**config.mk**
```make
export PLATFORM = sky130hd
export DESIGN_NAME = seg7_scan
export DESIGN_NICKNAME = d
export VERILOG_FILES = /design/src/rtl/seg7_scan.sv
export SDC_FILE = /design/constraint.sdc
export NUM_CORES = 1
export LEC_CHECK = 0
export BUFFER_PORTS_ARGS = -buffer_cell sky130_fd_sc_hd__buf_2
export CORE_MARGIN = 5
export CORE_UTILIZATION = 51
export DETAILED_ROUTE_END_ITERATION = 8
export PLACE_DENSITY = 0.72
export SYNTH_ARGS = -nofsm -noshare
export SYNTH_HDL_FRONTEND = slang
export SYNTH_SLANG_ARGS = --single-unit
```
**constraint.sdc**
```tcl
create_clock -name clock -period 2.22 [get_ports clock]
set_input_delay 0.333 -clock clock [delete_from_list [all_inputs] [get_ports clock]]
set_output_delay 0.333 -clock clock [all_outputs]
set_load 0.05 [all_outputs]
```
**src/rtl/seg7_scan.sv**
```systemverilog
// seg7_scan: four-digit common-anode seven-segment scanner.
//
// Shows a 16-bit hex value plus four decimal points, one digit per slot of
// PRESCALE cycles. The first BLANK cycles of every slot keep all anodes off
// so the previous digit's segments cannot ghost onto the next anode.
// Host writes go to a shadow register and are committed only at the end of
// a full four-digit scan, so a frame never mixes old and new data.
//
// Ports:
//   clock      system clock, rising edge
//   reset      synchronous, active-high
//   wr_en      write strobe
//   wr_data    four hex nibbles, [3:0] = digit 0 ... [15:12] = digit 3
//   wr_dp      decimal points, bit i = digit i, 1 = lit
//   an         anode enables, active-low
//   seg        segments {g,f,e,d,c,b,a}, active-low
//   dp         decimal point, active-low
//   frame_done one-cycle pulse after each completed scan
module seg7_scan #(
  parameter int PRESCALE = 1024,
  parameter int BLANK    = 16
) (
  input  logic        clock,
  input  logic        reset,
  input  logic        wr_en,
  input  logic [15:0] wr_data,
  input  logic [3:0]  wr_dp,
  output logic [3:0]  an,
  output logic [6:0]  seg,
  output logic        dp,
  output logic        frame_done
);

  localparam int CW = (PRESCALE > 2) ? $clog2(PRESCALE) : 1;
  localparam logic [CW-1:0] CNT_LAST  = CW'(PRESCALE - 1);
  localparam logic [CW-1:0] CNT_BLANK = CW'(BLANK);

  logic [CW-1:0] cnt_q, cnt_d;
  logic [1:0]    idx_q, idx_d;
  logic [15:0]   disp_q, disp_d;
  logic [3:0]    disp_dp_q, disp_dp_d;
  logic [15:0]   pend_q, pend_d;
  logic [3:0]    pend_dp_q, pend_dp_d;
  logic          pend_valid_q, pend_valid_d;
  logic [3:0]    an_q, an_d;
  logic [6:0]    seg_q, seg_d;
  logic          dp_q, dp_d;
  logic          frame_done_q, frame_done_d;

  logic          slot_end;
  logic          frame_end;
  logic [3:0]    nibble;

  function automatic logic [6:0] hex_to_seg(input logic [3:0] h);
    logic [6:0] s;
    case (h)
      4'h0: s = 7'h40;
      4'h1: s = 7'h79;
      4'h2: s = 7'h24;
      4'h3: s = 7'h30;
      4'h4: s = 7'h19;
      4'h5: s = 7'h12;
      4'h6: s = 7'h02;
      4'h7: s = 7'h78;
      4'h8: s = 7'h00;
      4'h9: s = 7'h10;
      4'hA: s = 7'h08;
      4'hB: s = 7'h03;
      4'hC: s = 7'h46;
      4'hD: s = 7'h21;
      4'hE: s = 7'h06;
      default: s = 7'h0E;
    endcase
    return s;
  endfunction

  always_comb begin
    slot_end  = (cnt_q == CNT_LAST);
    frame_end = slot_end && (idx_q == 2'd3);
    nibble    = disp_q[{idx_q, 2'b00} +: 4];

    cnt_d = slot_end ? '0 : cnt_q + CW'(1);
    idx_d = slot_end ? idx_q + 2'd1 : idx_q;

    // Commit uses the shadow value held before this edge; a write landing on
    // the same edge re-arms pend_valid and waits for the next frame.
    disp_d       = disp_q;
    disp_dp_d    = disp_dp_q;
    pend_valid_d = pend_valid_q;
    if (frame_end && pend_valid_q) begin
      disp_d       = pend_q;
      disp_dp_d    = pend_dp_q;
      pend_valid_d = 1'b0;
    end

    pend_d    = pend_q;
    pend_dp_d = pend_dp_q;
    if (wr_en) begin
      pend_d       = wr_data;
      pend_dp_d    = wr_dp;
      pend_valid_d = 1'b1;
    end

    frame_done_d = frame_end;

    an_d  = 4'hF;
    seg_d = 7'h7F;
    dp_d  = 1'b1;
    if (cnt_q >= CNT_BLANK) begin
      an_d  = ~(4'b0001 << idx_q);
      seg_d = hex_to_seg(nibble);
      dp_d  = ~disp_dp_q[idx_q];
    end
  end

  always_ff @(posedge clock) begin
    if (reset) begin
      cnt_q        <= '0;
      idx_q        <= 2'd0;
      disp_q       <= 16'h0;
      disp_dp_q    <= 4'h0;
      pend_q       <= 16'h0;
      pend_dp_q    <= 4'h0;
      pend_valid_q <= 1'b0;
      an_q         <= 4'hF;
      seg_q        <= 7'h7F;
      dp_q         <= 1'b1;
      frame_done_q <= 1'b0;
    end else begin
      cnt_q        <= cnt_d;
      idx_q        <= idx_d;
      disp_q       <= disp_d;
      disp_dp_q    <= disp_dp_d;
      pend_q       <= pend_d;
      pend_dp_q    <= pend_dp_d;
      pend_valid_q <= pend_valid_d;
      an_q         <= an_d;
      seg_q        <= seg_d;
      dp_q         <= dp_d;
      frame_done_q <= frame_done_d;
    end
  end

  assign an         = an_q;
  assign seg        = seg_q;
  assign dp         = dp_q;
  assign frame_done = frame_done_q;

endmodule

```
### After elaboration in Yosys (flattened, before gate mapping)

Memory sizes are Yosys's and may differ from the RTL's. A register that Yosys moved wholly into a read port is not among the register bits.
Cells that the tools add are included.

* memories: 1
* memory bits (read-only): 112
* output and inout bits: 13
* bits in registers: 59

Memory list
* (no name shown): depth 16, width 7, rd ports 1, clocked after memory_dff 1, write ports 0, RTL line 56 `case (h)`

* shift operators: 2
* bitwise logic cells: 3
* eq/ne operators: 2
* add/sub/neg operators: 2
* order comparisons: 2
* multiplexer cells: 4
* reduce and logical (&&, ||, !) cells: 5

Operators with widths (number)
* indexed part select 16 x 5 -> 4 bit: 1
* adder 10 x 1 -> 10 bit (second input constant): 1
* == test 10 bit (second input constant): 1
* >= comparator 10 x 5 -> 1 bit (second input constant): 1
* inverter 4 bit: 1
* OR reduction 2 bit: 2
* left shift 1 x 2 -> 4 bit (first input constant): 1
* < comparator 2 x 3 -> 1 bit (second input constant): 1
* 2-to-1 mux 1 bit: 3
* adder 2 x 1 -> 2 bit (second input constant): 1
* binary-select mux 1 bit (select 2 bit): 1
* == test 2 bit (second input constant): 1
* logical AND 1 bit: 2
* inverter 1 bit: 2
* nonzero test 2 bit: 1

### Logic depth before layout (Yosys ltp)

Gate-level depths: netlist of the first run.

* depth in word-level cells: 5
* depth in mapped cells: 7

### Worst setup path before layout of the first run

OpenSTA, ideal clock, no wires.

* path kind: register -> register
* start point: reg idx_q[0]
* end point: reg seg_q[1], in the netlist seg[1]
* cell stages (with the launch flop): 7
* required time: 2.091 ns
* path buffers: 1
* period minus slack after synthesis: 1.883 ns
* setup time: 0.129 ns
* setup slack: 0.337 ns
* data arrival time: 1.754 ns
* cell sequence: dfxtp_1 -> buf_6 -> mux4_1 -> inv_1 -> ha_1 -> o211ai_1 -> o211ai_1

* word-level cells in the longest chain between the ends: 1

Ends and longest elaborated chain
* start, declared: RTL line 39 `logic [1:0] idx_q, idx_d;`
* start signal, assigned: RTL line 131 `idx_q <= idx_d;`
* indexed part select 16 x 5 -> 4 bit: RTL line 80 `nibble = disp_q[{idx_q, 2'b00} +: 4];`
* end, declared: RTL line 46 `logic [6:0] seg_q, seg_d;`

Every way passes these cells.
A chain may end at the register's enable or synchronous reset.

### Worst setup path in the final report of the first run

* start point: reg idx_q[0]
* end point: reg seg_q[5], in the netlist seg[5]

Same word-level chain as after synthesis.

==> summary.md, run 1 <==
| Metric | Value |
|---|---|
| Status | `finished clean` |
| Final Critical Period | `between 1.5 and 2 ns` |
| DIE HEIGHT | `~83 µm` |
| Syn_nets | `around 320` |
| Core area | `just over 5000 µm²` |
| Share of the synthesized area in the top cell type | `0.492` |
| Final hold violation count | `0` |
| Fin Hold WS | `~0.22 ns` |
| Layout Utilization | `0.613` |
| Worst-skew pair later-pin latency | `0.34 ns` |
| YS warnings | `0` |
| CP arrival | `roughly 2.2 ns` |
| CTS max path bufs | `2` |
| Worst-margin pin slew | `a little over 0.8 ns` |
| Final period util | `0.890` |
| R2R cell count | `5` |
| Most frequent cells in the layout | `66 x dfxtp_1, 50 x nand2_1, 38 x nor2_1` |
| Unrepaired setup endpoints after global routing | `false` |
| Met1 usage | `0.201` |
| First-pass GRT wire length | `a little over 8000 µm` |
| # IOs | `36` |
| CP max FO | `5` |
| Hold Crit Class | `in2reg` |
| Max Freq | `between 500 and 600 MHz` |
| Drt drc | `0` |
| Num Clock Sinks | `66` |
| Slew HR | `0.447` |
| Setup TNS | `0 ns` |
| Initial antenna violation count | `0` |
| Vias in the first global route | `1815` |
| DR vias | `slightly below 2k` |
| Global routing's busiest layer | `met2` |
| Global placement routability congestion | `0.841` |
| CTS clk-pin slew, worst paths | `0.07 ns` |
| Placed cells | `around 380` |
| Cts repair resizes | `0` |
| Final WL | `about 4700 µm` |
| Synth Cell Area | `around 2700 µm²` |
| Worst Clk Skew | `approximately 0.008 ns` |
| Mapped Avg Cell Area | `~9.5 µm²` |
| Worst path required time | `between 2 and 2.5 ns` |
| Worst hold path stage count | `3` |
| Post-route ant nets | `0` |
| Grt ovf | `0` |
| Wirelength per Cell | `12.1 µm` |
| Starting Density | `0.525` |
| Seq cells post-synth | `66` |
| Cts bufs inserted | `9` |
| Layout Cells excl Fill | `391` |
| IO buf count | `35` |
| HPWL Detailed | `roughly 3300 µm` |
| Setup CP Type | `reg2reg` |
| Slew Limit Fails | `0` |
| Final setup fails | `0` |
| Post-synth EDFFs | `0` |
| Share of cells above drive strength 1 | `0.181` |
| Met2 usage | `0.239` |
| Fin nets | `~350` |
| Hold Buf Count CTS | `0` |
| CP Launch Type | `flip-flop` |
| ANT cells | `0` |
| Commonest non-fill, non-tap cell in the layout | `dfxtp_1` |
| Row cnt | `26` |
| Setup bufs post-CTS | `0` |
| Max-Cap Viols | `0` |
| Pre-antenna DRT Iters | `4` |
| Peak VDD IR | `0.000504 V` |
| H-Tree Depth | `3` |
| Worst setup EP type | `flip-flop` |
| Largest net degree at the start of global routing | `49` |
| R2R Setup Slk | `0.24 ns` |
| Register area share after synthesis | `0.492` |
| Area grow syn2layout | `16.6%` |
| Ys async rst share | `0` |
| GRT Total Usage | `0.159` |
| CTS tree | `built` |
| Top_reg_cell synth | `dfxtp_1` |
| Die footprint | `~6800 µm²` |
| Leak | `1.25 nW` |
| Vias per inst | `between 4 and 5` |
| Global routing met3 resource utilization | `0.0597` |
| Root Driver | `clkbuf_8` |
| Die Wd | `82.5 µm` |
| Area leader, netlist | `dfxtp_1` |
| Cell area power density | `roughly 810 nW/µm²` |
| Top cells by area, synth | `dfxtp_1 49%, mux2i_1 8.2%, nand2_1 7.0%, ha_1 5.6%, nor2_1 5.3%` |
| Initial DRC count | `slightly below 70` |
| Cells after Synth | `around 280` |
| Cell variety after synth | `32` |
through the flow:
| step | power (mW) | area, µm² | worst slack (ns) |
|---|---|---|---|
| 2_1_floorplan | 1.31 | 2680 | 0.337 |
| 3_3_place_gp | 1.34 | 2890 | 0.318 |
| 3_5_place_dp | 1.34 | 2890 | 0.249 |
| 4_1_cts | 2.55 | 3130 | 0.237 |
| 5_1_grt | 2.62 | 3130 | 0.106 |
| 6_report | 2.52 | 3130 | 0.244 |
per-layer routing:
layer  part of all wire  routed length, µm
met3              0.052                247
met4              0.022                105
met2               0.44               2100
met1               0.48               2280
met5                  0                  0
cell families after synthesis:
group,share of synthesized area
DFF,0.492
muxes,0.128
adders and majority gates,0.0559
and+or+nand+nor,0.171
xor gates and xnor gates,0.0294
AOI/OAI and AO/OA,0.0779
buffers and inverters,0.0452
layout make-up:
class / instances / area, µm²
multi-input combinational: 191 / 1240
fill: 460 / 1980
sequential: 66 / 1320
timing repair buffer: 39 / 205
inverter: 9 / 33.8
tap: 70 / 87.6
clock buffer: 9 / 124
clock inverter: 7 / 118
power by group:
part | internal (mW) | switching [mW] | leakage [nW] | total, mW
clock | 0.745 | 0.461 | 0.123 | 1.21
combinational | 0.0423 | 0.0453 | 0.589 | 0.0875
sequential | 1.21 | 0.0171 | 0.537 | 1.23
total | 2.00 | 0.523 | 1.25 | 2.52
worst paths after layout:
check / from / to
worst min-delay path: wr_data[5] / pend_q[5]
worst min register to register: disp_dp_q[1] / disp_dp_q[1]
worst max-delay path: idx_q[0] / seg[5]
worst max register to register: idx_q[0] / seg[5]
synthesized netlist by cell type (3+ instances only):
| master | number |
|---|---|
| nand3_1 | 4 |
| buf_2 | 4 |
| mux4_1 | 3 |
| clkbuf_1 | 8 |
| xnor2_1 | 5 |
| a21oi_1 | 25 |
| and4_1 | 3 |
| nand2_1 | 50 |
| xor2_1 | 4 |
| nand4_1 | 3 |
| mux2i_1 | 22 |
| inv_1 | 9 |
| dfxtp_1 | 66 |
| o221ai_1 | 4 |
| ha_1 | 12 |
| nor2_1 | 38 |
worst max-delay path: stages (launching register included):
cell	delay [ns]
dfxtp_1	0.41
mux4_1	0.68
ha_1	0.27
and2b_1	0.17
a21oi_1	0.13
o221ai_1	0.14
registers in the layout (all words and copies together) (netlist names):
| register | cells |
|---|---|
| pend_q | 16 |
| frame_done | 1 |
| seg | 7 |
| idx_q | 2 |
| pend_valid_q | 1 |
| dp | 1 |
| disp_dp_q | 4 |
| an | 4 |
| disp_q | 16 |
| pend_dp_q | 4 |
| cnt_q | 10 |
Power figures use the tool's default switching activity.
==> inputs of run 2 (changes only) <==
- MAX_ROUTING_LAYER: not set -> met4
==> run 2 against run 1 <==
Net effect: core utilization unchanged; cell count unchanged; clock skew unchanged; largest power group unchanged; sequential share of layout area is the same; clock power about the same; non-clock buffer count unchanged; register-to-register slack about the same; first-iteration DRC count rose by 7.2%; sequential power barely moved; largest cell class unchanged; count of clock-buffer cells in the layout is the same; final area stayed put; highest routed layer unchanged; critical endpoint unchanged; power about the same.
==> summary.md, run 2 (synthesis gave the netlist of run 1 again) <==
| Metric | Value |
|---|---|
| Fin nets | `351 (unchanged)` |
| Drt drc | `0 (unchanged)` |
| First-pass GRT wire length | `8160 µm (unchanged)` |
| DIE HEIGHT | `82.5 µm (unchanged)` |
| HPWL Detailed | `3260 µm (unchanged)` |
| Largest net degree at the start of global routing | `49 (unchanged)` |
| Setup CP Type | `reg2reg` |
| Top Registers | `disp_q x16, pend_q x16, cnt_q x10` |
| Final period util | `0.890 (unchanged)` |
| Layout Cells excl Fill | `391 (unchanged)` |
| Leak | `1.25 nW (unchanged)` |
| Share of cells above drive strength 1 | `0.181 (unchanged)` |
| Worst setup EP type | `flip-flop` |
| Final WL | `4730 µm (unchanged)` |
| Setup bufs post-CTS | `0 (unchanged)` |
| Final non-filler cell area | `3130 µm² (unchanged)` |
| DR vias | `1923 (unchanged)` |
| Layout fillers | `460 (unchanged)` |
| Final Critical Period | `1.98 ns (unchanged)` |
| Hold Buf Count CTS | `0 (unchanged)` |
| CTS max path bufs | `2 (unchanged)` |
| IO buf count | `35 (unchanged)` |
| Starting Density | `0.525 (unchanged)` |
| Grt ovf | `0 (unchanged)` |
| CP max FO | `5 (unchanged)` |
| Unrepaired setup endpoints after global routing | `false` |
| Cts repair resizes | `0 (unchanged)` |
| Setup TNS | `0 ns (unchanged)` |
| Row cnt | `26 (unchanged)` |
| Final worst setup slack | `0.244 ns (unchanged)` |
| Worst slack, placed | `0.249 ns (unchanged)` |
| Cell area power density | `806 nW/µm² (about the same)` |
| Final hold violation count | `0 (unchanged)` |
| CTS clk-pin slew, worst paths | `0.07 ns (about the same)` |
| Pre-antenna DRT Iters | `4 (unchanged)` |
| DP Area | `2890 µm² (unchanged)` |
| Most frequent cells in the layout | `66 x dfxtp_1, 50 x nand2_1, 38 x nor2_1` |
| Peak VDD IR | `0.000504 V (unchanged)` |
| Final setup fails | `0 (unchanged)` |
| Post-route ant nets | `0 (unchanged)` |
| Global placement routability congestion | `0.854 (+1.6%)` |
| Num Clock Sinks | `66 (unchanged)` |
| ANT cells | `0 (unchanged)` |
| Slew Limit Fails | `0 (unchanged)` |
| CP arrival | `2.15 ns (about the same)` |
| Worst-skew pair later-pin latency | `0.34 ns (about the same)` |
| Cts bufs inserted | `9 (unchanged)` |
| Wirelength per Cell | `12.1 µm (unchanged)` |
| Hold Crit Class | `in2reg` |
| Placed cells | `375 (unchanged)` |
| Slew HR | `0.447 (unchanged)` |
| Area grow syn2layout | `16.6% (unchanged)` |
| Initial DRC count | `74 (+7.2%)` |
| Die footprint | `6810 µm² (unchanged)` |
| Worst Clk Skew | `0.00805 ns (unchanged)` |
| Vias in the first global route | `1815 (unchanged)` |
| Root Driver | `clkbuf_8` |
| Core area | `5110 µm² (unchanged)` |
| Max-Cap Viols | `0 (unchanged)` |
| Seq. cell area | `1320 µm² (unchanged)` |
| # IOs | `36 (unchanged)` |
| Max Freq | `506 MHz (unchanged)` |
| Initial antenna violation count | `0 (unchanged)` |
| Status | `finished clean` |
| CTS tree | `built` |
| GRT Total Usage | `0.163 (+0.00447)` |
| H-Tree Depth | `3 (unchanged)` |
| Overall power | `2.52 mW (about the same)` |
| Area of the multi-input gates | `1240 µm² (unchanged)` |
| Die Wd | `82.5 µm (unchanged)` |
| Worst-margin pin slew | `0.830 ns (unchanged)` |
| CP Launch Type | `flip-flop` |
| Commonest non-fill, non-tap cell in the layout | `dfxtp_1` |
| Worst path required time | `2.39 ns (about the same)` |
| Vias per inst | `4.92 (unchanged)` |
-- run 2: power breakdown --
| part | total, mW | leakage, nW | internal (mW) | switching (mW) |
|---|---|---|---|---|
| clock | 1.21 | 0.123 | 0.745 | 0.461 |
| sequential | 1.23 | 0.537 | 1.21 | 0.0171 |
| combinational | 0.0875 | 0.589 | 0.0423 | 0.0453 |
-- run 2: metal layers --
metal,GRT usage,part of all wire,vias to the layer above
met5,-,0,-
met4,0.0752,0.022,0
met3,0.0586,0.051,10
met2,0.239,0.44,42
met1,0.201,0.48,855
li1,-,-,1016
-- run 2: cell type report --
type / instances / share of cell area
sequential: 66 / 0.422
multi-input combinational: 191 / 0.396
timing repair buffer: 39 / 0.0655
clock buffer: 9 / 0.0396
clock inverter: 7 / 0.0376
tap: 70 / 0.0280
inverter: 9 / 0.0108
-- run 2: worst max-delay path, cell delays in order (launching register included) --
cell and delay, ns:
dfxtp_1 0.41, mux4_1 0.68, ha_1 0.27, and2b_1 0.17, a21oi_1 0.13, o221ai_1 0.14
-- run 2: worst paths after layout --
path	from	end	slack (ns)	depth (start not counted)
setup / recovery	idx_q[0]	seg[5]	0.24	5
hold / removal	wr_data[5]	pend_q[5]	0.22	3
setup reg to reg	idx_q[0]	seg[5]	0.24	5
hold reg to reg	disp_dp_q[1]	disp_dp_q[1]	0.45	2
-- run 2: per-stage QoR --
| step | util | hold slack [ns] |
|---|---|---|
| after floorplan | - | 0.427 |
| after global placement | 0.566 | 0.440 |
| after detailed placement | 0.566 | 0.439 |
| after CTS | 0.613 | 0.211 |
| after global routing | 0.613 | 0.224 |
| final | 0.613 | 0.223 |
==> inputs of run 3 (changes only) <==
- CELL_PAD_IN_SITES_DETAIL_PLACEMENT: not set -> 2
- CELL_PAD_IN_SITES_GLOBAL_PLACEMENT: not set -> 2
- CORE_UTILIZATION: 51 -> 35
- PLACE_DENSITY: 0.72 -> not set
- PLACE_DENSITY_LB_ADDON: not set -> 0.1
==> run 3 against run 2 <==
Net effect: setup slack got worse by 0.036 ns; final area increased by 2.3%; sequential power is essentially flat; non-clock buffer count grew 1; combinational power increased by 4.7%; flip-flop and latch count did not move; clock skew hardly changed; count of clock-buffer cells in the layout unchanged; critical path type unchanged.
==> summary.md, run 3 (synthesis gave the netlist of run 1 again) <==
| Metric | Value |
|---|---|
| Fin nets | `352 (+0.28%)` |
| Wirelength per Cell | `15.8 µm (+30%)` |
| Pre-antenna DRT Iters | `4 (unchanged)` |
| Starting Density | `0.353 (-0.173)` |
| Worst Clk Skew | `0.00772 ns (-0.000325 ns)` |
| Top Registers | `disp_q x16, pend_q x16, cnt_q x10` |
| GRT Total Usage | `0.155 (-0.00820)` |
| Area grow syn2layout | `19.3%` |
| Max-Cap Viols | `0 (unchanged)` |
| Setup bufs post-CTS | `0 (unchanged)` |
| DR vias | `2113 (+9.9%)` |
| Layout Cells excl Fill | `424 (+8.4%)` |
| Cell repeated most along the worst path | `o211ai_1` |
| CP bufs+invs | `1 (+1)` |
| CP Launch Type | `flip-flop` |
| Worst-margin pin slew | `0.634 ns (-0.196 ns)` |
| CP max FO | `5 (unchanged)` |
| Seq. cell area | `1320 µm² (unchanged)` |
| Share of cells above drive strength 1 | `0.183 (+0.00254)` |
| Final period util | `0.906 (+0.0161)` |
| H-Tree Depth | `3 (unchanged)` |
| Post-route ant nets | `0 (unchanged)` |
| Die footprint | `9520 µm² (+40%)` |
| CP max stage cell | `mux4_1` |
| Worst slack, placed | `0.235 ns (-0.0146 ns)` |
| Hold Crit Class | `in2reg` |
| Cts bufs inserted | `9 (unchanged)` |
| Initial antenna violation count | `0 (unchanged)` |
| Max Freq | `497 MHz (-1.8%)` |
| Setup TNS | `0 ns (unchanged)` |
| CP arrival | `2.24 ns (+0.09 ns)` |
| # IOs | `36 (unchanged)` |
| Vias in the first global route | `2344 (+29%)` |
| Fin Hold WS | `0.212 ns (-0.0108 ns)` |
| CTS clk-pin slew, worst paths | `0.08 ns (about the same)` |
| HPWL Detailed | `4570 µm (+40%)` |
| Initial DRC count | `45 (-39%)` |
| Drt drc | `0 (unchanged)` |
| Final WL | `6690 µm (+41%)` |
| Peak VDD IR | `0.000379 V (-25%)` |
| Final setup fails | `0 (unchanged)` |
| Root Driver | `clkbuf_8` |
| Leak | `1.26 nW (+0.94%)` |
| Core area | `7610 µm² (+49%)` |
| Commonest non-fill, non-tap cell in the layout | `dfxtp_1` |
| Unrepaired setup endpoints after global routing | `false` |
| Cts repair resizes | `0 (unchanged)` |
| Overall power | `2.68 mW (+6.4%)` |
| ANT cells | `0 (unchanged)` |
| Layout fillers | `869 (+89%)` |
| Row cnt | `32 (+23%)` |
| Family with the most delay on the worst path | `multiplexers` |
| Max stage delay on crit path | `0.70 ns (+0.02 ns)` |
| Worst setup EP type | `flip-flop` |
| Vias per inst | `4.98 (+1.3%)` |
| Slew Limit Fails | `0 (unchanged)` |
| Most frequent cells in the layout | `66 x dfxtp_1, 50 x nand2_1, 38 x nor2_1` |
| Cell area power density | `838 nW/µm² (+4.0%)` |
| Final Critical Period | `2.01 ns (+0.0357 ns)` |
| Setup CP Type | `reg2reg` |
| DIE HEIGHT | `97.6 µm (+18%)` |
| Grt ovf | `0 (unchanged)` |
| CTS tree | `built` |
| Hold Buf Count CTS | `0 (unchanged)` |
| Num Clock Sinks | `66 (unchanged)` |
| Final hold violation count | `0 (unchanged)` |
| Slew HR | `0.578 (+0.131)` |
| Largest net degree at the start of global routing | `48 (-2.0%)` |
| CTS max path bufs | `2 (unchanged)` |
| Final worst setup slack | `0.208 ns (-0.0357 ns)` |
| Status | `finished clean` |
| IO buf count | `35 (unchanged)` |
| Worst path required time | `2.45 ns (+0.06 ns)` |
| First-pass GRT wire length | `11400 µm (+40%)` |
| CP Cell Sequence | `mux4_1 -> inv_1 -> ha_1 -> o211ai_1 -> o211ai_1` |
| Die Wd | `97.6 µm (+18%)` |
| Global placement routability congestion | `0.760 (-11%)` |
| Placed cells | `408 (+8.8%)` |
| Area of the multi-input gates | `1240 µm² (unchanged)` |
| Worst-skew pair later-pin latency | `0.35 ns (about the same)` |
-- run 3: cell types whose count changed in the layout (fill, tap and decap cells not counted) --
cell | previous run | this run
bufinv_16 | 3 | 4
buf_4 | 4 | 5
clkinv_2 | 2 | 1
clkinvlp_4 | 0 | 1
clkinv_4 | 2 | 1
-- run 3: routing by layer --
layer,up-vias,GRT usage,part of all wire
met2,33,0.255,0.50
li1,1018,-,-
met5,-,-,0
met3,14,0.0359,0.027
met4,0,0.0735,0.020
met1,1048,0.178,0.45
-- run 3: power by group --
part           switching, mW  internal [mW]
Clock                  0.503          0.859
Sequential            0.0180           1.21
Combinational         0.0493         0.0424
-- run 3: layout make-up --
| cell class | instances | share of cell area |
|---|---|---|
| inverter | 9 | 0.0106 |
| tap | 102 | 0.0399 |
| clock buffer | 9 | 0.0387 |
| sequential | 66 | 0.413 |
| multi-input combinational | 191 | 0.388 |
| clock inverter | 7 | 0.0442 |
| timing repair buffer | 40 | 0.0664 |
-- run 3: per-stage QoR --
step,utilization,cell area (µm²)
detailed placement,0.386,2940
global route,0.421,3200
floorplan,-,2680
finish,0.421,3200
CTS,0.421,3200
global placement,0.386,2940
-- run 3: worst min-delay path: stages --
cell	delay, ns
buf_2	0.07
mux2i_1	0.05
nor2_1	0.07
-- run 3: path summary, 6_finish.rpt --
path,slack [ns],startpoint,endpoint,depth (start not counted)
max reg2reg,0.21,idx_q[0],seg[1],5
min,0.21,wr_data[0],pend_q[0],3
min reg2reg,0.46,disp_q[14],disp_q[14],2
max,0.21,idx_q[0],seg[1],5
